[src/rtl/priority_resolver_n.sv]
// Purpose : N-channel interrupt priority resolver with masking, full nesting and rotating priority.
// Latency : int_req one cycle after an eligible request appears; vector/isr update on the inta edge.
// Backpres: none; requests are level-held by the source and wait in irr until acknowledged.
//
// Ports: clk/rst (async active-high); irr/imr request and mask levels; rotate_en, sp_rot/sp_level
// control the lowest-priority pointer; eoi/eoi_specific/eoi_level end service; inta acknowledges.
// Outputs: int_req, int_vec, vec_valid, spurious (registered) and isr (in-service register).
module priority_resolver_n #(
    parameter int N = 8,
    parameter int W = $clog2(N)
) (
    input  logic         clk,
    input  logic         rst,
    input  logic [N-1:0] irr,
    input  logic [N-1:0] imr,
    input  logic         rotate_en,
    input  logic         sp_rot,
    input  logic [W-1:0] sp_level,
    input  logic         eoi,
    input  logic         eoi_specific,
    input  logic [W-1:0] eoi_level,
    input  logic         inta,
    output logic         int_req,
    output logic [W-1:0] int_vec,
    output logic         vec_valid,
    output logic         spurious,
    output logic [N-1:0] isr
);

    typedef enum logic {
        ST_IDLE = 1'b0,
        ST_REQ  = 1'b1
    } state_t;

    state_t         state_q, state_d;
    logic [W-1:0]   lp_q, lp_d;
    logic [N-1:0]   isr_q, isr_d;
    logic [W-1:0]   int_vec_q, int_vec_d;
    logic           vec_valid_q, vec_valid_d;
    logic           spurious_q, spurious_d;

    logic [N-1:0]   cand;
    logic           win_found;
    logic [W-1:0]   win_idx;
    logic [W-1:0]   win_rank;
    logic           isr_found;
    logic [W-1:0]   isr_idx;
    logic [W-1:0]   isr_rank;
    logic           eligible;
    logic           clr_vld;
    logic [W-1:0]   clr_idx;
    logic [N-1:0]   clr_mask;
    logic [N-1:0]   set_mask;

    // Priority search: walk offsets 1..N from lp. Because N is a power of two the W-bit
    // index wraps naturally, and the loop offset doubles as the priority rank (0 = highest).
    always_comb begin
        cand      = irr & ~imr & ~isr_q;
        win_found = 1'b0;
        win_idx   = '0;
        win_rank  = '0;
        isr_found = 1'b0;
        isr_idx   = '0;
        isr_rank  = '0;
        for (int k = 0; k < N; k++) begin
            if (!win_found && cand[lp_q + W'(k + 1)]) begin
                win_found = 1'b1;
                win_idx   = lp_q + W'(k + 1);
                win_rank  = W'(k);
            end
            if (!isr_found && isr_q[lp_q + W'(k + 1)]) begin
                isr_found = 1'b1;
                isr_idx   = lp_q + W'(k + 1);
                isr_rank  = W'(k);
            end
        end
        // Full nesting: a new winner must strictly outrank everything already in service.
        eligible = win_found && (!isr_found || (win_rank < isr_rank));
    end

    // EOI clear and acknowledge set, both from pre-edge state; set is OR'd last so it wins.
    always_comb begin
        clr_vld  = 1'b0;
        clr_idx  = '0;
        clr_mask = '0;
        set_mask = '0;
        if (eoi) begin
            if (eoi_specific) begin
                clr_idx = eoi_level;
                clr_vld = isr_q[eoi_level];
            end else begin
                clr_idx = isr_idx;
                clr_vld = isr_found;
            end
        end
        if (clr_vld) begin
            clr_mask = N'(1) << clr_idx;
        end
        if (inta && eligible) begin
            set_mask = N'(1) << win_idx;
        end
        isr_d = (isr_q & ~clr_mask) | set_mask;
    end

    // Rotation only follows an EOI that actually retired a bit; an explicit sp_rot overrides it.
    always_comb begin
        lp_d = lp_q;
        if (sp_rot) begin
            lp_d = sp_level;
        end else if (rotate_en && clr_vld) begin
            lp_d = clr_idx;
        end
    end

    // Acknowledge handling and request FSM. Every inta returns to IDLE; without inta the
    // request is simply re-evaluated each cycle, so a withdrawn request drops int_req.
    always_comb begin
        state_d     = state_q;
        int_vec_d   = int_vec_q;
        vec_valid_d = 1'b0;
        spurious_d  = 1'b0;
        if (inta) begin
            state_d     = ST_IDLE;
            vec_valid_d = 1'b1;
            if (eligible) begin
                int_vec_d = win_idx;
            end else begin
                int_vec_d  = W'(N - 1);
                spurious_d = 1'b1;
            end
        end else begin
            case (state_q)
                ST_IDLE: state_d = eligible ? ST_REQ : ST_IDLE;
                ST_REQ:  state_d = eligible ? ST_REQ : ST_IDLE;
                default: state_d = ST_IDLE;
            endcase
        end
    end

    always_ff @(posedge clk or posedge rst) begin
        if (rst) begin
            state_q     <= ST_IDLE;
            lp_q        <= W'(N - 1);
            isr_q       <= '0;
            int_vec_q   <= '0;
            vec_valid_q <= 1'b0;
            spurious_q  <= 1'b0;
        end else begin
            state_q     <= state_d;
            lp_q        <= lp_d;
            isr_q       <= isr_d;
            int_vec_q   <= int_vec_d;
            vec_valid_q <= vec_valid_d;
            spurious_q  <= spurious_d;
        end
    end

    assign int_req   = (state_q == ST_REQ);
    assign int_vec   = int_vec_q;
    assign vec_valid = vec_valid_q;
    assign spurious  = spurious_q;
    assign isr       = isr_q;

endmodule
[config.mk]
export PLATFORM = sky130hd
export DESIGN_NAME = priority_resolver_n
export DESIGN_NICKNAME = d
export VERILOG_FILES = /design/src/rtl/priority_resolver_n.sv
export SDC_FILE = /design/constraint.sdc
export NUM_CORES = 1
export LEC_CHECK = 0
export ABC_AREA = 1
export CAP_MARGIN = 10
export CORE_ASPECT_RATIO = 1.75
export CORE_MARGIN = 2
export CORE_UTILIZATION = 55
export CTS_BUF_LIST = sky130_fd_sc_hd__clkbuf_4
export CTS_CLUSTER_SIZE = 16
export DETAILED_ROUTE_END_ITERATION = 8
export GPL_TIMING_DRIVEN = 0
export PLACE_DENSITY = 0.87
export RECOVER_POWER = 100
export SLEW_MARGIN = 20
export SYNTH_ARGS = -nofsm -noshare
export SYNTH_HDL_FRONTEND = slang
export SYNTH_SLANG_ARGS = --single-unit
[constraint.sdc]
create_clock -name clk -period 4.56 [get_ports clk]
set_clock_uncertainty 0.2 [all_clocks]
set_input_delay 0.456 -clock clk [delete_from_list [all_inputs] [get_ports clk]]
set_output_delay 0.456 -clock clk [all_outputs]
set_load 0.01 [all_outputs]
Yosys cells after proc, flatten, opt, wreduce, memory -nomap -nowiden
Cells that the tools add are included.
{ "op_classes": {"add_sub_neg": 7, "multipliers": 0, "div": 0, "order_cmp": 10, "n_eq_ne": 0, "shifts": 2, "n_mux": 94, "n_bitwise": 7, "reduce_logical": 34} }
{ "op_table": {"columns": ["cell", "n"], "rows": [
  ["$mux W3", 33],
  ["$bmux W1 S3", 17],
  ["$mux W1", 42],
  ["$lt A3 B4 Y1 const B", 9],
  ["$and A8 B8 Y8", 3],
  ["$not A8 Y8", 3],
  ["$logic_and A1 B1 Y1", 17],
  ["$mux W8", 2],
  ["$shl A1 B3 Y8 const A", 2],
  ["$logic_not A1 Y1", 15],
  ["$add A3 B3 Y3 const B", 4],
  ["$or A8 B8 Y8", 1],
  ["$add A3 B2 Y3 const B", 2],
  ["$add A3 B1 Y3 const B", 1],
  ["$lt A3 B3 Y1", 1],
  ["$reduce_bool A2 Y1", 1],
  ["$logic_or A1 B1 Y1", 1]
]} }
{ "word_totals": {"ff_bits": 17, "latch_bits": 0, "ram_bits": 0, "romBits": 0, "inputBits": 29, "out_inout_bits": 14, "wordCells": 160, "memories": 0} }

Logic depth before layout (Yosys ltp)
Gate-level depths: netlist of run 1.
{ "depth": {"word_depth": 33, "mapped_depth": 23, "mapped_depth_nobuf": 22} }

Worst setup path after synthesis of run 1
No wires, ideal clock.
{ "synth_path": {"path_kind": "register -> register", "start": "register lp_q[1]", "end": "register isr_q[0] (netlist: isr[0])", "setup_ps": 77, "arrival_ps": 3102, "t_required_ps": 4283, "slack_ps": 1182, "stages_incl_launch_ff": 21, "path_buffers": 3, "period_less_slack_ps": 3378, "cell_sequence": "dfstp_2 > buf_6 > inv_2 > buf_6 > ha_1 > inv_1 > buf_2 > nand3_1 > nand3_1 > o21a_2 > nand4_2 > nor2_4 > o21ai_0 > nand3b_1 > inv_1 > ha_1 > a21oi_1 > nand2_2 > nand2_4 > nand3_4 > o21ai_1"} }
{ "synth_via": {"elab_chain_len": 32, "word_cells_on_any_way": 129, "classes_between": "7 x add/sub; 1 x order compare; 2 x shift; 84 x mux; 3 x bitwise; 32 x reduce/logical"} }
{ "synth_lines": {"columns": ["element", "line_no", "source"], "rows": [
  ["start: declaration", "36", "logic [W-1:0] lp_q, lp_d;"],
  ["start signal: assignment", "143", "lp_q <= W'(N - 1);"],
  ["start signal: assignment", "150", "lp_q <= lp_d;"],
  ["parallel branches: the longest is 31 deep, another holds $add A3 B1 Y3", null, null],
  ["$or A8 B8 Y8 (*)", "102", "isr_d = (isr_q & ~clr_mask) | set_mask;"],
  ["named net isr_d[0]", "37", "logic [N-1:0] isr_q, isr_d;"],
  ["end signal: assignment", "151", "isr_q <= isr_d;"],
  ["end: declaration", "37", null]
]} }
Mark *: on every way through the listed nets, which the timed path passes. The select of a mux whose other input is x is not followed.
A chain may end at the register's enable or synchronous reset.

Final worst setup path of run 1
{ "layout_path": {"start": "register lp_q[1]", "end": "register isr_q[4] (netlist: isr[4])"} }
The elaborated chain is that of the path after synthesis.

==> flow_summary.yaml, run 1 <==
outcome:
  outcome: "completed"
routing:
  dr.pass1.iters: 5
  vias_per_cell: 5.84
  dr.first_iter.drc_count: 141
  drc: 0
  drt-total-wl_mm: 7.50
  routedWlPerCell_um: 15.0
  vias: 2914
  ant_nets: 0
final_layout:
  area_growth_pct: 20.7
  nFillCells: 401
  drive_above_1_share_pct: 12.7
  multi_input_area_mm2: 0.00177
  antenna_cells: 0
  fin_cells: 499
  register_area_um2: 429
  fin_util_pct: 68.1
  final_nets: 482
  final_area_mm2: 0.00294
placed_design:
  hpwl_mm: 6.10
  dpl.cell_count: 495
  place.gp.congestion: 0.993
  dp_slack_ns: 0.728
  port_buffers: 42
  dpl-instance-area_mm2: 0.00292
die:
  dieArea_mm2: 0.00500
  core_mm2: 0.00432
  die_height_um: 92.1
  chipWidth_um: 54.3
  core.rowCount: 32
  ios: 43
  initial_core_util_pct: 56.4
clock_network:
  postCtsSetupRepairBufs: 0
  ctsLongestPathBuffers: 2
  cts_sinks: 17
  cts_buffers: 3
  cts-resized-gates: 0
  cts_max_level: 1
  root_buffer: "clkbuf_4"
  worstSkewPairLatency_ns: 0.29
  cts_tree: "built"
  ctsHoldBuffers: 0
  clk_pin_slew_ns: 0.10
synth:
  syn-num-nets: 435
  synthArstFlopShare_pct: 100
  ys_ff_latch: 17
  synth_edf_count: 0
  synth_cell_types: 40
  ys.flop_type: "dfrtp_1"
  yosys_warnings: 0
  synth_cells: 402
  synthesis.area_mm2: 0.00244
  syn_area_per_cell_um2: 6.06
  seq_area_frac_synth_pct: 17.6
global_route:
  gr-usage-met3_pct: 3.42
  grtUsageMet2_pct: 57.3
  grt_max_degree: 18
  met1_usage_pct: 33.5
  gr-max-usage-layer: "met2"
  grt_pass1_vias: 2909
  grt.total_usage_pct: 32.7
  overflow: 0
  antenna_found_initial: 0
  grt_pass1_wl_mm: 12.4
critical_path:
  critPathKind: "reg2reg"
  reg2reg_depth: 20
  crit_fanout: 10
  cp-end-kind: "flop"
  r2r_start: "lp_q[1]"
  regToRegEndpoint: "isr[4]"
  r2r_slack_ns: 0.56
  start_kind: "flop"
  cp.arrival_ns: 4.00
  required_ns: 4.56
worst_hold_path:
  min_from: "int_vec[1]"
  holdCritPathClass: "reg2reg"
  hold_path_end: "int_vec[1]"
  worstHoldPathCells: 2
power_and_ir_drop:
  leakage_nw: 1.44
  peakVddDrop_v: 0.000437
  p_total_mw: 1.66
  p_per_area_mw_per_mm2: 564
timing:
  fin_crit_sh_pct: 87.7
  finalSetupViolations: 0
  tightest_slew_ns: 0.662
  setup_ws_ns: 0.559
  finalHoldViolCount: 0
  timing.hold.ws_ns: 0.289
  period_needed_ns: 4.00
  setup_tns_ns: 0
  rsz0062_at_grt: "false"
  slew_violations: 0
  max-slew-margin-rel_pct: 55.8
  max_freq_mhz: 250
flow_run:
  max_cap_viol_count: 0
-- per-layer routing --
layer  share of wire (%)  up-vias  wire [um]
met5                   0        -          0
met4                 6.7        0        500
met3                 5.5       42        411
met2                  52      129       3900
met1                  36     1307       2680
li1                    -     1436          -
-- how the worst max path moves through the flow --
stage / from / endpoint / slack (ns) / depth (start not counted)
after CTS: lp_q[1] / isr[4] / 0.70 / 20
after detailed placement: lp_q[1] / isr[4] / 0.73 / 20
after floorplan: lp_q[1] / isr[0] / 1.18 / 20
after global routing: lp_q[1] / isr[4] / 0.23 / 20
final: lp_q[1] / isr[4] / 0.56 / 20
after global placement: lp_q[1] / isr[3] / 0.80 / 20
-- Yosys cell counts (all sizes together), types with 3 or more instances --
library cell	number	area share, %
nand2	136	22
nand3	95	22
nor2	42	7.9
inv	37	5.7
o21ai	23	5.2
dfrtp	14	14
buf	9	3.4
a21oi	8	2.1
nand4	7	2.3
ha	4	2.1
a21boi	3	0.92
dfstp	3	3.2
o211ai	3	0.92
-- cell families (layout without fill, tap and decap cells) --
logic type / after synthesis / after routing / share of synthesized area [%]
simple gates: 284 / 284 / 55.5
fa+ha+maj: 4 / 4 / 2.05
buf+inv: 48 / 94 / 9.44
xor+xnor: 4 / 4 / 3.59
compound gates: 45 / 45 / 11.8
flops: 17 / 17 / 17.6
-- final cells by class --
cell class | instances | area share, %
plain buffers | 9 | 2.81
clock buffers | 4 | 1.02
inverters | 39 | 5.02
multi-input cells | 337 | 60.1
flip-flops and latches | 17 | 14.6
well taps | 51 | 2.17
repair buffers | 42 | 14.3
-- power breakdown --
| part | leakage, nW | switching [mW] | internal [mW] | total, mW |
|---|---|---|---|---|
| clock network | 0.0184 | 0.0491 | 0.0400 | 0.0891 |
| logic | 1.22 | 0.810 | 0.460 | 1.27 |
| registers | 0.200 | 0.0878 | 0.212 | 0.300 |
| total | 1.44 | 0.947 | 0.712 | 1.66 |
-- sequential cells by signal, indices dropped and copies added, names as in the netlist --
signal	count
lp_q	3
int_req	1
isr	8
spurious	1
vec_valid	1
int_vec	3
-- critical path, stage by stage, from the launching register on --
cell	delay (ns)
dfstp_1	0.56
buf_6	0.15
inv_2	0.05
buf_6	0.14
ha_1	0.30
inv_1	0.11
buf_2	0.26
nand3_1	0.14
nand3_1	0.13
o21a_2	0.17
nand4_1	0.17
nor2_4	0.20
o21ai_0	0.16
nand3b_1	0.12
inv_1	0.05
ha_1	0.28
a21oi_1	0.18
nand2_2	0.10
nand2_4	0.10
nand3_4	0.11
o21ai_0	0.23
-- layout by cell type, fill, tap and decap left out, types with 3 or more instances in the layout --
cell type,Yosys,final
a21boi_0,3,3
a21oi_1,7,7
buf_2,3,3
buf_6,6,6
clkbuf_4,0,4
clkdlybuf4s50_1,0,26
dfrtp_1,14,14
dlygate4sd3_1,0,16
ha_1,4,4
inv_1,33,33
inv_2,4,4
nand2_1,126,127
nand2_2,8,7
nand3_1,85,85
nand3_2,9,9
nand4_1,5,6
nor2_1,34,34
nor2_2,5,5
nor2_4,3,3
o211ai_1,3,3
o21ai_0,8,15
o21ai_1,12,5
o21ai_2,3,3
Note: power is estimated with default switching activity, not from simulation.
==> run 2: changes to the inputs <==
- GPL_TIMING_DRIVEN: 0 -> default
==> run 2 against run 1 <==
Compared with the run above: sequential cell count did not move; critical endpoint is now isr[0]; maximum frequency fell by 0.98%; die area did not move; via count fell by 0.10%; critical path type unchanged; final cell count fell by 1.4%; combinational power barely moved; critical path depth fell by 2; worst hold slack got worse by 0.0019 ns; utilization fell by 1.7 points; sequential power rose by 3%; largest cell class unchanged.
==> flow_summary.yaml, run 2 (synthesis results as in run 1) <==
outcome:
  outcome: "completed"
global_route:
  grt_pass1_vias: 2861
  overflow: 0
  antenna_found_initial: 0
  grt_max_degree: 22
  grt.total_usage_pct: 34.7
  grt_pass1_wl_mm: 12.9
power_and_ir_drop:
  leakage_nw: 1.40
  p_per_area_mw_per_mm2: 576
  p_total_mw: 1.65
  peakVddDrop_v: 0.000500
clock_network:
  postCtsSetupRepairBufs: 0
  cts_max_level: 1
  ctsHoldBuffers: 0
  cts_tree: "built"
  ctsLongestPathBuffers: 2
  cts-resized-gates: 0
  cts_sinks: 17
  clk_pin_slew_ns: 0.11
  cts_buffers: 3
  root_buffer: "clkbuf_4"
  worstSkewPairLatency_ns: 0.30
timing:
  period_needed_ns: 4.04
  slew_violations: 0
  timing.hold.ws_ns: 0.288
  max-slew-margin-rel_pct: 56.2
  finalHoldViolCount: 0
  rsz0062_at_grt: "false"
  setup_ws_ns: 0.519
  fin_crit_sh_pct: 88.6
  setup_tns_ns: 0
  tightest_slew_ns: 0.657
  max_freq_mhz: 247
  finalSetupViolations: 0
placed_design:
  dpl.cell_count: 488
  port_buffers: 42
  place.gp.congestion: 0.959
  dp_slack_ns: 0.710
  hpwl_mm: 6.31
  dpl-instance-area_mm2: 0.00285
critical_path:
  reg2reg_depth: 18
  required_ns: 4.58
  start_kind: "flop"
  cp-startpoint: "lp_q[0]"
  r2r_slack_ns: 0.52
  r2r_start: "lp_q[0]"
  critPathKind: "reg2reg"
  endpoint: "isr[0]"
  crit_fanout: 19
  regToRegEndpoint: "isr[0]"
  cp.arrival_ns: 4.06
  cp-end-kind: "flop"
final_layout:
  drive_above_1_share_pct: 11.1
  antenna_cells: 0
  multi_input_area_mm2: 0.00177
  final_cell_mix: "nand2_1, nand3_1, nor2_1, inv_1, clkdlybuf4s50_1"
  fin_cells: 492
  register_area_um2: 429
  final_nets: 475
  fin_util_pct: 66.4
  nFillCells: 412
  final_area_mm2: 0.00287
  largest_reg_flops: 8
  mostFrequentLayoutCell: "nand2_1"
  area_growth_pct: 17.8
die:
  core_mm2: 0.00432
  core.rowCount: 32
  chipWidth_um: 54.3
  die_height_um: 92.1
  initial_core_util_pct: 56.4
  dieArea_mm2: 0.00500
  ios: 43
routing:
  drt-total-wl_mm: 7.73
  drc: 0
  ant_nets: 0
  vias_per_cell: 5.92
  vias: 2911
  routedWlPerCell_um: 15.7
  dr.pass1.iters: 5
  dr.first_iter.drc_count: 118
worst_hold_path:
  holdCritPathClass: "reg2reg"
flow_run:
  max_cap_viol_count: 0
==> run 2: how the worst min path moves through the flow <==
stage	from	end	slack, ns	cells after the start
5_1_grt	int_vec[0]	int_vec[0]	0.31	2
3_5_place_dp	int_vec[2]	int_vec[2]	0.27	2
3_3_place_gp	int_vec[1]	int_vec[1]	0.27	2
6_report	int_vec[2]	int_vec[2]	0.29	2
4_1_cts	int_vec[2]	int_vec[2]	0.30	2
2_1_floorplan	rst	int_req	0.18	1
==> run 2: where the power goes <==
group / internal (mW) / switching (mW)
Clock: 0.0327 / 0.0506
Sequential: 0.212 / 0.0969
Combinational: 0.446 / 0.814
Total: 0.690 / 0.962
==> run 2: critical path, stage by stage, from the launching register on <==
cell,delay (ns)
dfstp_1,0.55
inv_2,0.15
ha_1,0.48
inv_1,0.34
nand3_1,0.16
nand3_1,0.13
nand2_1,0.09
nor2_1,0.21
nand4_1,0.19
nor2_4,0.20
o21ai_0,0.15
nand3b_1,0.11
inv_1,0.05
ha_1,0.28
a21oi_1,0.19
nand2_2,0.09
nand2_4,0.09
nand3_4,0.10
o21ai_0,0.18
==> run 2: per-layer routing <==
| metal | share of wire (%) | wire [um] | GRT usage (%) |
|---|---|---|---|
| met5 | 0 | 0 | 0 |
| met4 | 7.0 | 541 | 25.0 |
| met3 | 6.2 | 478 | 6.35 |
| met2 | 54 | 4140 | 58.6 |
| met1 | 33 | 2570 | 35.6 |
==> run 2: area by class of cell <==
type / count / area share, %
clock buffers: 3 / 0.785
inverters: 39 / 5.14
repair buffers: 44 / 15.2
flip-flops and latches: 17 / 15.0
multi-input cells: 337 / 61.6
well taps: 51 / 2.22
clock inverters: 1 / 0.174
